===== config.mk =====
export PLATFORM = sky130hd
export DESIGN_NAME = sprite_mem_arbiter
export DESIGN_NICKNAME = d
export VERILOG_FILES = /design/src/rtl/sprite_mem_arbiter.sv
export SDC_FILE = /design/constraint.sdc
export NUM_CORES = 1
export LEC_CHECK = 0
export CAP_MARGIN = 20
export CORE_AREA = 2 2 119 121
export CTS_BUF_LIST = sky130_fd_sc_hd__clkbuf_16
export DETAILED_ROUTE_END_ITERATION = 12
export DIE_AREA = 0 0 121 123
export DONT_BUFFER_PORTS = 1
export GPL_TIMING_DRIVEN = 0
export PLACE_DENSITY = 0.43
export SYNTH_ARGS = -nofsm -noshare
export SYNTH_HDL_FRONTEND = slang
export SYNTH_SLANG_ARGS = --single-unit

===== constraint.sdc =====
create_clock -name clk -period 2.2 [get_ports clk]
set_input_delay 0.33 -clock clk [delete_from_list [all_inputs] [get_ports clk]]
set_output_delay 0.33 -clock clk [all_outputs]
set_load 0.02 [all_outputs]

===== src/rtl/sprite_mem_arbiter.sv =====
// Sprite image memory arbiter: video scanout reads take strict priority over a
// host read/write port; read data returns to its requester via a tag pipe.
module sprite_mem_arbiter #(
  parameter int unsigned ADDR_WIDTH   = 14,
  parameter int unsigned DATA_WIDTH   = 12,
  parameter int unsigned READ_LATENCY = 2,
  parameter int unsigned STAT_WIDTH   = 16
) (
  input  logic                  clk,
  input  logic                  rst,
  input  logic                  vid_req,
  input  logic [ADDR_WIDTH-1:0] vid_addr,
  output logic                  vid_rvalid,
  output logic [DATA_WIDTH-1:0] vid_rdata,
  input  logic                  host_req,
  input  logic                  host_we,
  input  logic [ADDR_WIDTH-1:0] host_addr,
  input  logic [DATA_WIDTH-1:0] host_wdata,
  output logic                  host_ack,
  output logic                  host_rvalid,
  output logic [DATA_WIDTH-1:0] host_rdata,
  output logic [ADDR_WIDTH-1:0] mem_addr,
  output logic [DATA_WIDTH-1:0] mem_din,
  output logic                  mem_we,
  input  logic [DATA_WIDTH-1:0] mem_dout,
  input  logic                  clear_stats,
  output logic [STAT_WIDTH-1:0] host_wait_max
);

  typedef enum logic [1:0] {StIdle, StPend, StRdWait} host_st_e;

  host_st_e              host_st;
  logic [READ_LATENCY:0] tag_valid;
  logic [READ_LATENCY:0] tag_host;
  logic [STAT_WIDTH-1:0] host_wait;

  logic                  host_grant;
  logic                  tail_vid;
  logic                  tail_host;
  logic [STAT_WIDTH-1:0] wait_inc;
  logic [STAT_WIDTH-1:0] wait_peak;

  always_comb begin
    host_grant = (host_st == StPend) && host_req && !vid_req;
    tail_vid   = tag_valid[READ_LATENCY] && !tag_host[READ_LATENCY];
    tail_host  = tag_valid[READ_LATENCY] && tag_host[READ_LATENCY];
    wait_inc   = (&host_wait) ? host_wait : host_wait + STAT_WIDTH'(1);
    wait_peak  = (host_wait > host_wait_max) ? host_wait : host_wait_max;
  end

  always_ff @(posedge clk) begin
    if (rst) begin
      host_st       <= StIdle;
      host_wait     <= '0;
      host_wait_max <= '0;
      tag_valid     <= '0;
      tag_host      <= '0;
      mem_addr      <= '0;
      mem_din       <= '0;
      mem_we        <= 1'b0;
      host_ack      <= 1'b0;
      vid_rvalid    <= 1'b0;
      vid_rdata     <= '0;
      host_rvalid   <= 1'b0;
      host_rdata    <= '0;
    end else begin
      mem_we   <= 1'b0;
      host_ack <= host_grant;
      if (vid_req) begin
        mem_addr <= vid_addr;
      end else if (host_grant) begin
        mem_addr <= host_addr;
        mem_din  <= host_wdata;
        mem_we   <= host_we;
      end

      // Writes enter the pipe as empty slots so the tail stays latency-aligned.
      tag_valid <= {tag_valid[READ_LATENCY-1:0], vid_req | (host_grant & ~host_we)};
      tag_host  <= {tag_host[READ_LATENCY-1:0], host_grant};

      vid_rvalid  <= tail_vid;
      host_rvalid <= tail_host;
      if (tail_vid)  vid_rdata  <= mem_dout;
      if (tail_host) host_rdata <= mem_dout;

      // A clear coinciding with a grant leaves exactly that grant's wait.
      if (host_grant) begin
        host_wait_max <= clear_stats ? host_wait : wait_peak;
      end else if (clear_stats) begin
        host_wait_max <= '0;
      end

      case (host_st)
        StIdle: begin
          if (host_req) begin
            host_st   <= StPend;
            host_wait <= '0;
          end
        end
        StPend: begin
          if (!host_req) begin
            host_st <= StIdle;
          end else if (vid_req) begin
            host_wait <= wait_inc;
          end else begin
            host_st <= host_we ? StIdle : StRdWait;
          end
        end
        StRdWait: begin
          if (tail_host) host_st <= StIdle;
        end
        default: host_st <= StIdle;
      endcase
    end
  end

endmodule


==> results of run 1 <==
worst reg2reg max path: cells and delay by family (launching register included):
family	cells	cell delay (ps)
buffers and inverters	2	210
adders and majority gates	1	250
and+or+nand+nor	2	710
AOI/OAI and AO/OA	2	390
muxes	1	170
DFF	1	390
timing repair:
item	in CTS	in global routing
hold buffers	0	0
setup buffers	4	1
pin swaps	5	10
resized for setup	30	54
cloned	0	1
endpoints found under the setup margin	26	27
where the power goes:
part | switching [W] | internal [W]
registers | 0.0000567 | 0.00170
logic | 0.000126 | 0.0000848
clock network | 0.000693 | 0.000888
total | 0.000875 | 0.00267
registers in the layout (all words and copies together), names as in the netlist:
signal	count
mem_addr	14
host_wait	16
vid_rdata	12
mem_din	12
host_wait_max	16
tag_valid	3
mem_we	1
host_st	2
vid_rvalid	1
tag_host	3
host_rdata	12
host_rvalid	1
worst min-delay path by stage:
stage,startpoint,end,cells past startpoint
floorplan,tag_host[1],tag_host[2],1
global placement,tag_valid[0],tag_valid[1],1
detailed placement,tag_valid[1],tag_valid[2],1
CTS,mem_dout[8],vid_rdata[8],2
global route,host_wdata[7],mem_din[7],2
finish,host_wdata[6],mem_din[6],2
final cells by class:
class,instances,share of cell area
buffer,24,0.0253
clock buffer,9,0.0455
clock inverter,7,0.0149
inverter,34,0.0268
multi-input combinational,321,0.439
sequential,93,0.389
tap,180,0.0455
timing repair buffer,6,0.0134
placed cells by master, fill, tap and decap left out, types with 4 or more instances in the layout:
cell type  netlist  routed
xnor2_1         14      14
buf_4            0       4
o32ai_2          1       9
clkbuf_16        0      10
nand3_1          6       6
nor2b_1          7       7
a211oi_1         5       5
ha_4             0      14
nor2_1          53      53
inv_1           34      21
a21oi_1         58      57
dfxtp_1         93      74
o32ai_1         14       6
nor4_1           4       4
buf_2            6       5
nand4_1          7       7
mux2i_1         16      16
inv_2            0      11
clkbuf_1        16      15
dfxtp_4          0      16
nor3_1           6       6
nand2_1         86      85
stage by stage:
stage	total power, W	instances	hold slack (ps)
after floorplan	0.00194	472	414
after global placement	0.00199	652	430
after detailed placement	0.00199	652	430
after CTS	0.00360	672	104
after global routing	0.00371	674	110
final	0.00354	674	116
kinds of logic (layout without fill, tap and decap cells):
| group | Yosys count | count (layout) | share of synthesized area |
|---|---|---|---|
| compound gates | 91 | 91 | 0.151 |
| xor+xnor | 14 | 14 | 0.0306 |
| fa+ha+maj | 17 | 17 | 0.0531 |
| buf+inv | 58 | 80 | 0.0600 |
| flops | 93 | 93 | 0.465 |
| mux | 16 | 16 | 0.0400 |
| simple gates | 183 | 183 | 0.200 |
per-layer routing:
metal  GRT usage  wire, um  vias up
met5           0         0        -
met4      0.0567       176        0
met3      0.0507       935       13
met2       0.240      5240       94
met1       0.188      4810     1543
li1            -         -     1637
==> impl_metrics.json, run 1 <==
{
  "status": "finished clean",
  "diodes": 0,
  "fmax_ghz": 0.458,
  "setup_viol": 0,
  "finalWorstSetupSlack_ps": 16.4,
  "die_h_um": 123,
  "h-tree-depth": 3,
  "endpoint": "host_wait_max[0]",
  "hp-class": "input pin to register",
  "grt_usage": 0.150,
  "synthTopCellsByCount": "dfxtp_1, nand2_1, a21oi_1",
  "ys_seq_elements": 93,
  "p_leak_nw": 1.71,
  "drive_gt1_frac": 0.194,
  "period_share": 0.993,
  "crit_type": "register to register",
  "irDropWorstVdd_v": 0.000349,
  "cts.path.max_buffers": 2,
  "cts_tree": "done",
  "core_mm2": 0.0136,
  "dpl_cell_area_mm2": 0.00423,
  "yosys_warnings": 0,
  "grt_pass1_vias": 3275,
  "via_per_inst": 4.88,
  "gp_congestion": 0.729,
  "setup-tns-final_ps": 0,
  "max_cap_viol_count": 0,
  "slowest_delay_ps": 580,
  "fin_area_mm2": 0.00494,
  "drcViolationCount": 0,
  "dp_hpwl_mm": 8.07,
  "gr-total-overflow": 0,
  "synth_top_flop_cell": "dfxtp_1",
  "final_util": 0.363,
  "worst_slew_pin_slew_ps": 554,
  "ant_nets": 0,
  "critical-path-slowest-cell": "or4_4",
  "synth_largest_area_cell": "dfxtp_1",
  "multi_input_area_mm2": 0.00217,
  "portBuffers": 0,
  "dieArea_mm2": 0.0149,
  "drtIter0Drc": 101,
  "antenna_found_initial": 0,
  "start_kind": "register",
  "startpoint": "host_wait_max[4]",
  "reg2reg_to": "host_wait_max[0]",
  "path_depth": 8,
  "cp_cell_sequence": "inv_2, ha_4, nand4_1, or4_4, a21oi_4, a31o_4, buf_12, mux2i_1",
  "hold_viol_final": 0,
  "rrSetupSlack_ps": 20,
  "crit_path_end_kind": "register",
  "synth-edff-count": 0,
  "synth_area_leaders": "dfxtp_1, nand2_1, a21oi_1",
  "finalMaxSlewViolations": 0,
  "synthArstFlopShare": 0,
  "worst-path-buf-inv": 2,
  "clock_latency_ps": 340,
  "yosysMostFrequentCell": "dfxtp_1",
  "nNetsFinal": 564,
  "power_density_mw_per_mm2": 717,
  "cts-root-buf": "clkbuf_16",
  "grt_max_degree": 17,
  "fp.dieW_um": 121,
  "grt_first_pass_wirelength_mm": 17.3,
  "rr_worst_depth": 8,
  "period_minus_slack_ps": 2180,
  "synth.net_count": 547,
  "rows": 43,
  "io_pins": 128,
  "wl_per_cell_um": 16.6,
  "place_ws_ps": -261,
  "drt_pass1_iterations": 4,
  "clock_sinks": 93,
  "required_ps": 2470,
  "cts_inserted_buffers": 9,
  "crit_fanout": 5,
  "ys_seq_area_frac": 0.465,
  "avgSynthCellArea_um2": 8.48,
  "vias": 3287,
  "path_delay_family": "simple AND/OR/NAND/NOR gates",
  "nFillCells": 1428,
  "start_util": 0.294,
  "arrival_ps": 2450,
  "yosys.cell_types.count": 40,
  "synth_area_mm2": 0.00400,
  "clk_pin_slew_ps": 70,
  "rsz0062_at_grt": "yes",
  "clock_skew_ps": 6.27,
  "r2r_start": "host_wait_max[4]",
  "syn_to_final_growth_pct": 23.5,
  "totalWireLength_mm": 11.2,
  "timing.slew.headroom": 0.631,
  "synthCells": 472,
  "regArea_mm2": 0.00193,
  "synth_top_area_share": 0.465
}
(Power assumes the default switching activity.)
==> run 2, diff against run 1 <==
PLACE_DENSITY = 0.41   (was 0.43)
clock period = 2.8 ns   (was 2.2 ns; I/O delays follow)
==> run 2 against run 1 <==
Register-to-register slack better by 290 ps; critical endpoint unchanged; core utilization down 3.1 points; sequential power down 21%; sequential cell count unchanged; largest power group unchanged; largest cell class unchanged; via count down 2.0%.
==> impl_metrics.json, run 2 (same netlist as run 1, synthesis figures left out) <==
{
  "status": "finished clean",
  "required_ps": 3080,
  "start_kind": "register",
  "cts_resized": 0,
  "dp_hpwl_mm": 8.07,
  "fp.dieW_um": 121,
  "wl_per_cell_um": 15.9,
  "start_util": 0.294,
  "drive_gt1_frac": 0.0656,
  "diodes": 0,
  "clock_sinks": 93,
  "hp-start": "mem_dout[0]",
  "reg2reg_to": "host_wait_max[0]",
  "clock_skew_ps": 11.3,
  "timing.slew.headroom": 0.619,
  "drt_pass1_iterations": 4,
  "cts_inserted_buffers": 9,
  "holdPathStages": 2,
  "dr_wl_met2_mm": 4.91,
  "dr_wl_met3_um": 914,
  "finalMaxSlewViolations": 0,
  "dieArea_mm2": 0.0149,
  "p_leak_nw": 1.61,
  "worst_slew_pin_slew_ps": 557,
  "top_regs": "host_wait (16), host_wait_max (16), mem_addr (14)",
  "fin_area_mm2": 0.00453,
  "grt_max_degree": 17,
  "nFillCells": 1448,
  "setup_viol": 0,
  "grt_first_pass_wirelength_mm": 16.6,
  "rrSetupSlack_ps": 300,
  "hold_buffers": 0,
  "io_pins": 128,
  "clk_pin_slew_ps": 70,
  "cts.path.max_buffers": 2,
  "layout_common_cells": "dfxtp_1, nand2_1, a21oi_1",
  "nNetsFinal": 558,
  "totalWireLength_mm": 10.6,
  "top_layer": "met4",
  "drcViolationCount": 0,
  "portBuffers": 0,
  "grt_usage": 0.146,
  "clock_latency_ps": 350,
  "cts-root-buf": "clkbuf_16",
  "core_mm2": 0.0136,
  "vias": 3220,
  "rsz0062_at_grt": "no",
  "mostFrequentLayoutCell": "dfxtp_1",
  "max_cap_viol_count": 0,
  "rows": 43,
  "drtIter0Drc": 138,
  "crit_type": "register to register",
  "dpl_cell_area_mm2": 0.00423,
  "period_share": 0.892,
  "rr_worst_depth": 8,
  "crit_path_end_kind": "register",
  "grt_pass1_vias": 3186,
  "die_h_um": 123,
  "min_to": "host_rdata[0]",
  "h-tree-depth": 3,
  "postCtsSetupRepairBufs": 0,
  "period_minus_slack_ps": 2500,
  "ant_nets": 0,
  "antenna_found_initial": 0,
  "crit_fanout": 10,
  "r2r_start": "host_wait_max[15]",
  "irDropWorstVdd_v": 0.000297,
  "hold_viol_final": 0,
  "gr-total-overflow": 0,
  "arrival_ps": 2770,
  "via_per_inst": 4.82,
  "wl_met1_mm": 4.67,
  "syn_to_final_growth_pct": 13.1,
  "cts_tree": "done",
  "hp-class": "input pin to register",
  "gp_congestion": 0.777,
  "power_density_mw_per_mm2": 612,
  "setup-tns-final_ps": 0,
  "fmax_ghz": 0.401
}
[run 2: worst max-delay path by stage]
stage                 startpoint               end  slack (ps)  depth (start not counted)
3_5_place_dp   host_wait_max[15]  host_wait_max[0]         330                          8
6_report       host_wait_max[15]  host_wait_max[0]         300                          8
5_1_grt        host_wait_max[14]  host_wait_max[0]         180                          8
4_1_cts        host_wait_max[15]  host_wait_max[0]         300                          8
3_3_place_gp   host_wait_max[15]  host_wait_max[0]         340                          8
2_1_floorplan  host_wait_max[15]  host_wait_max[0]         590                          8
[run 2: critical path: stages, from the launching register on]
cell and delay [ps]:
dfxtp_1 450, inv_1 110, ha_1 340, nand4_2 200
or4_4 600, a21oi_4 180, a31o_4 180, buf_6 170
mux2i_1 190
[run 2: cell type report]
cell class,count,area (um2),share of cell area
Inverter,34,128,0.0282
Sequential cell,93,1860,0.411
Buffer,24,113,0.0249
Clock inverter,7,72.6,0.0160
Tap cell,180,225,0.0498
Multi-Input combinational cell,321,1900,0.420
Clock buffer,9,225,0.0498
[run 2: where the power goes]
group	internal [W]	switching (W)
Sequential	0.00135	0.0000449
Clock	0.000696	0.000541
Combinational	0.0000514	0.0000889
Total	0.00210	0.000675
[run 2: metrics by stage]
| step | std cells | power (W) | hold slack (ps) | worst slack, ps | utilization |
|---|---|---|---|---|---|
| after CTS | 668 | 0.00282 | 188 | 296 | 0.332 |
| after global routing | 668 | 0.00290 | 185 | 179 | 0.332 |
| final | 668 | 0.00277 | 204 | 303 | 0.332 |
| after global placement | 652 | 0.00156 | 428 | 339 | 0.311 |
| after detailed placement | 652 | 0.00157 | 428 | 334 | 0.311 |
| after floorplan | 472 | 0.00153 | 414 | 592 | - |
[run 2: metal layers]
metal / up-vias / global-route usage
met3: 11 / 0.0590
li1: 1628 / -
met4: 0 / 0.0538
met2: 83 / 0.225
met1: 1498 / 0.183
met5: - / 0
==> run 3, diff against run 2 <==
PLACE_DENSITY = 0.47   (was 0.41)
==> run 3 against run 2 <==
Register-to-register slack is essentially flat; clock power hardly changed; routed wire length fell by 1.3%; sequential cell count unchanged; cell area shrank 0.11%; global-route usage decreased by 0.33 points; cell count unchanged; die area did not move; critical path depth unchanged; critical endpoint unchanged; setup slack gained 7.3 ps; power decreased by 0.46%; non-clock buffer count did not move.
==> impl_metrics.json, run 3 (same netlist as run 1, synthesis figures left out) <==
{
  "status": "finished clean",
  "irDropWorstVdd_v": 0.000304,
  "clock_sinks": 93,
  "drcViolationCount": 0,
  "drt_pass1_iterations": 4,
  "p_leak_nw": 1.62,
  "fmax_ghz": 0.402,
  "max_cap_viol_count": 0,
  "dpl_cell_area_mm2": 0.00423,
  "crit_path_end_kind": "register",
  "power_density_mw_per_mm2": 610,
  "grt_max_degree": 16,
  "grt_pass1_vias": 3152,
  "diodes": 0,
  "dp_hpwl_mm": 8.03,
  "finalMaxSlewViolations": 0,
  "start_kind": "register",
  "dieArea_mm2": 0.0149,
  "grt_usage": 0.143,
  "vias": 3198,
  "rrSetupSlack_ps": 310,
  "setup-tns-final_ps": 0,
  "crit_fanout": 10,
  "gr-total-overflow": 0,
  "hold_buffers": 0,
  "place_ws_ps": 307,
  "drive_gt1_frac": 0.0635,
  "antenna_found_initial": 0,
  "path_delay_family": "simple AND/OR/NAND/NOR gates",
  "slowest_delay_ps": 600,
  "core_mm2": 0.0136,
  "drtIter0Drc": 142,
  "clk_pin_slew_ps": 70,
  "cp_cell_sequence": "inv_1, ha_1, nand4_2, or4_4, a21oi_4, a31o_4, buf_6, mux2i_1",
  "via_per_inst": 4.79,
  "finalWorstSetupSlack_ps": 311,
  "period_minus_slack_ps": 2490,
  "cts_tree": "done",
  "start_util": 0.294,
  "totalWireLength_mm": 10.5,
  "critical-path-slowest-cell": "or4_4",
  "grt_first_pass_wirelength_mm": 16.4,
  "io_pins": 128,
  "syn_to_final_growth_pct": 12.9,
  "clock_skew_ps": 8.52,
  "portBuffers": 0,
  "h-tree-depth": 3,
  "rsz0062_at_grt": "no",
  "cts.path.max_buffers": 2,
  "arrival_ps": 2760,
  "crit_type": "register to register",
  "cts_inserted_buffers": 9,
  "required_ps": 3070,
  "clock_latency_ps": 350,
  "ant_nets": 0,
  "hp-class": "input pin to register",
  "worst-path-buf-inv": 2,
  "setup_viol": 0,
  "nNetsFinal": 558,
  "worst_slew_pin_slew_ps": 596,
  "period_share": 0.889,
  "cts-root-buf": "clkbuf_16",
  "nFillCells": 1440,
  "fp.dieW_um": 121,
  "wl_per_cell_um": 15.7,
  "fin_area_mm2": 0.00452,
  "mostFrequentLayoutCell": "dfxtp_1",
  "die_h_um": 123,
  "top_regs": "host_wait (16), host_wait_max (16), mem_addr (14)",
  "timing.slew.headroom": 0.603,
  "rows": 43,
  "layout_common_cells": "dfxtp_1, nand2_1, a21oi_1",
  "cts_resized": 0,
  "postCtsSetupRepairBufs": 0,
  "hold_viol_final": 0,
  "gp_congestion": 0.742
}
==> run 3: changes by cell type in the layout (fill, tap and decap cells not counted) <==
cell | previous run | this run
inv_6 | 2 | 1
clkinv_1 | 1 | 0
inv_1 | 34 | 36
==> run 3: where the power goes <==
part	leakage [nW]	total [W]	internal (W)	switching, W
clock	0.148	0.00123	0.000689	0.000536
combinational	0.715	0.000139	0.0000513	0.0000877
sequential	0.754	0.00139	0.00135	0.0000450
total	1.62	0.00276	0.00209	0.000668
==> run 3: routing by layer <==
| metal | vias to the layer above | GRT usage | wire length [um] |
|---|---|---|---|
| met5 | - | 0 | 0 |
| met4 | 0 | 0.0632 | 173 |
| met3 | 10 | 0.0494 | 822 |
| met2 | 108 | 0.222 | 4750 |
| met1 | 1455 | 0.179 | 4760 |
| li1 | 1625 | - | - |
==> run 3: worst paths after layout <==
| path | start | end | cells after the start |
|---|---|---|---|
| min reg2reg | tag_valid[1] | tag_valid[2] | 1 |
| max reg2reg | host_wait_max[15] | host_wait_max[0] | 8 |
| min | mem_dout[3] | vid_rdata[3] | 2 |
| max | host_wait_max[15] | host_wait_max[0] | 8 |
==> run 3: stage by stage <==
step / hold WS (ps) / utilization / power, W / cells
3_3_place_gp: 431 / 0.311 / 0.00156 / 652
5_1_grt: 192 / 0.332 / 0.00288 / 668
6_report: 202 / 0.332 / 0.00276 / 668
3_5_place_dp: 426 / 0.311 / 0.00157 / 652
2_1_floorplan: 414 / - / 0.00153 / 472
4_1_cts: 186 / 0.332 / 0.00281 / 668
==> run 3: layout make-up <==
cell class              instances  area, um2  area share
clock inverters                 7       67.6      0.0149
plain buffers                  24        113      0.0249
multi-input cells             321       1900       0.420
inverters                      34        128      0.0282
flip-flops and latches         93       1860       0.412
clock buffers                   9        225      0.0498
well taps                     180        225      0.0498
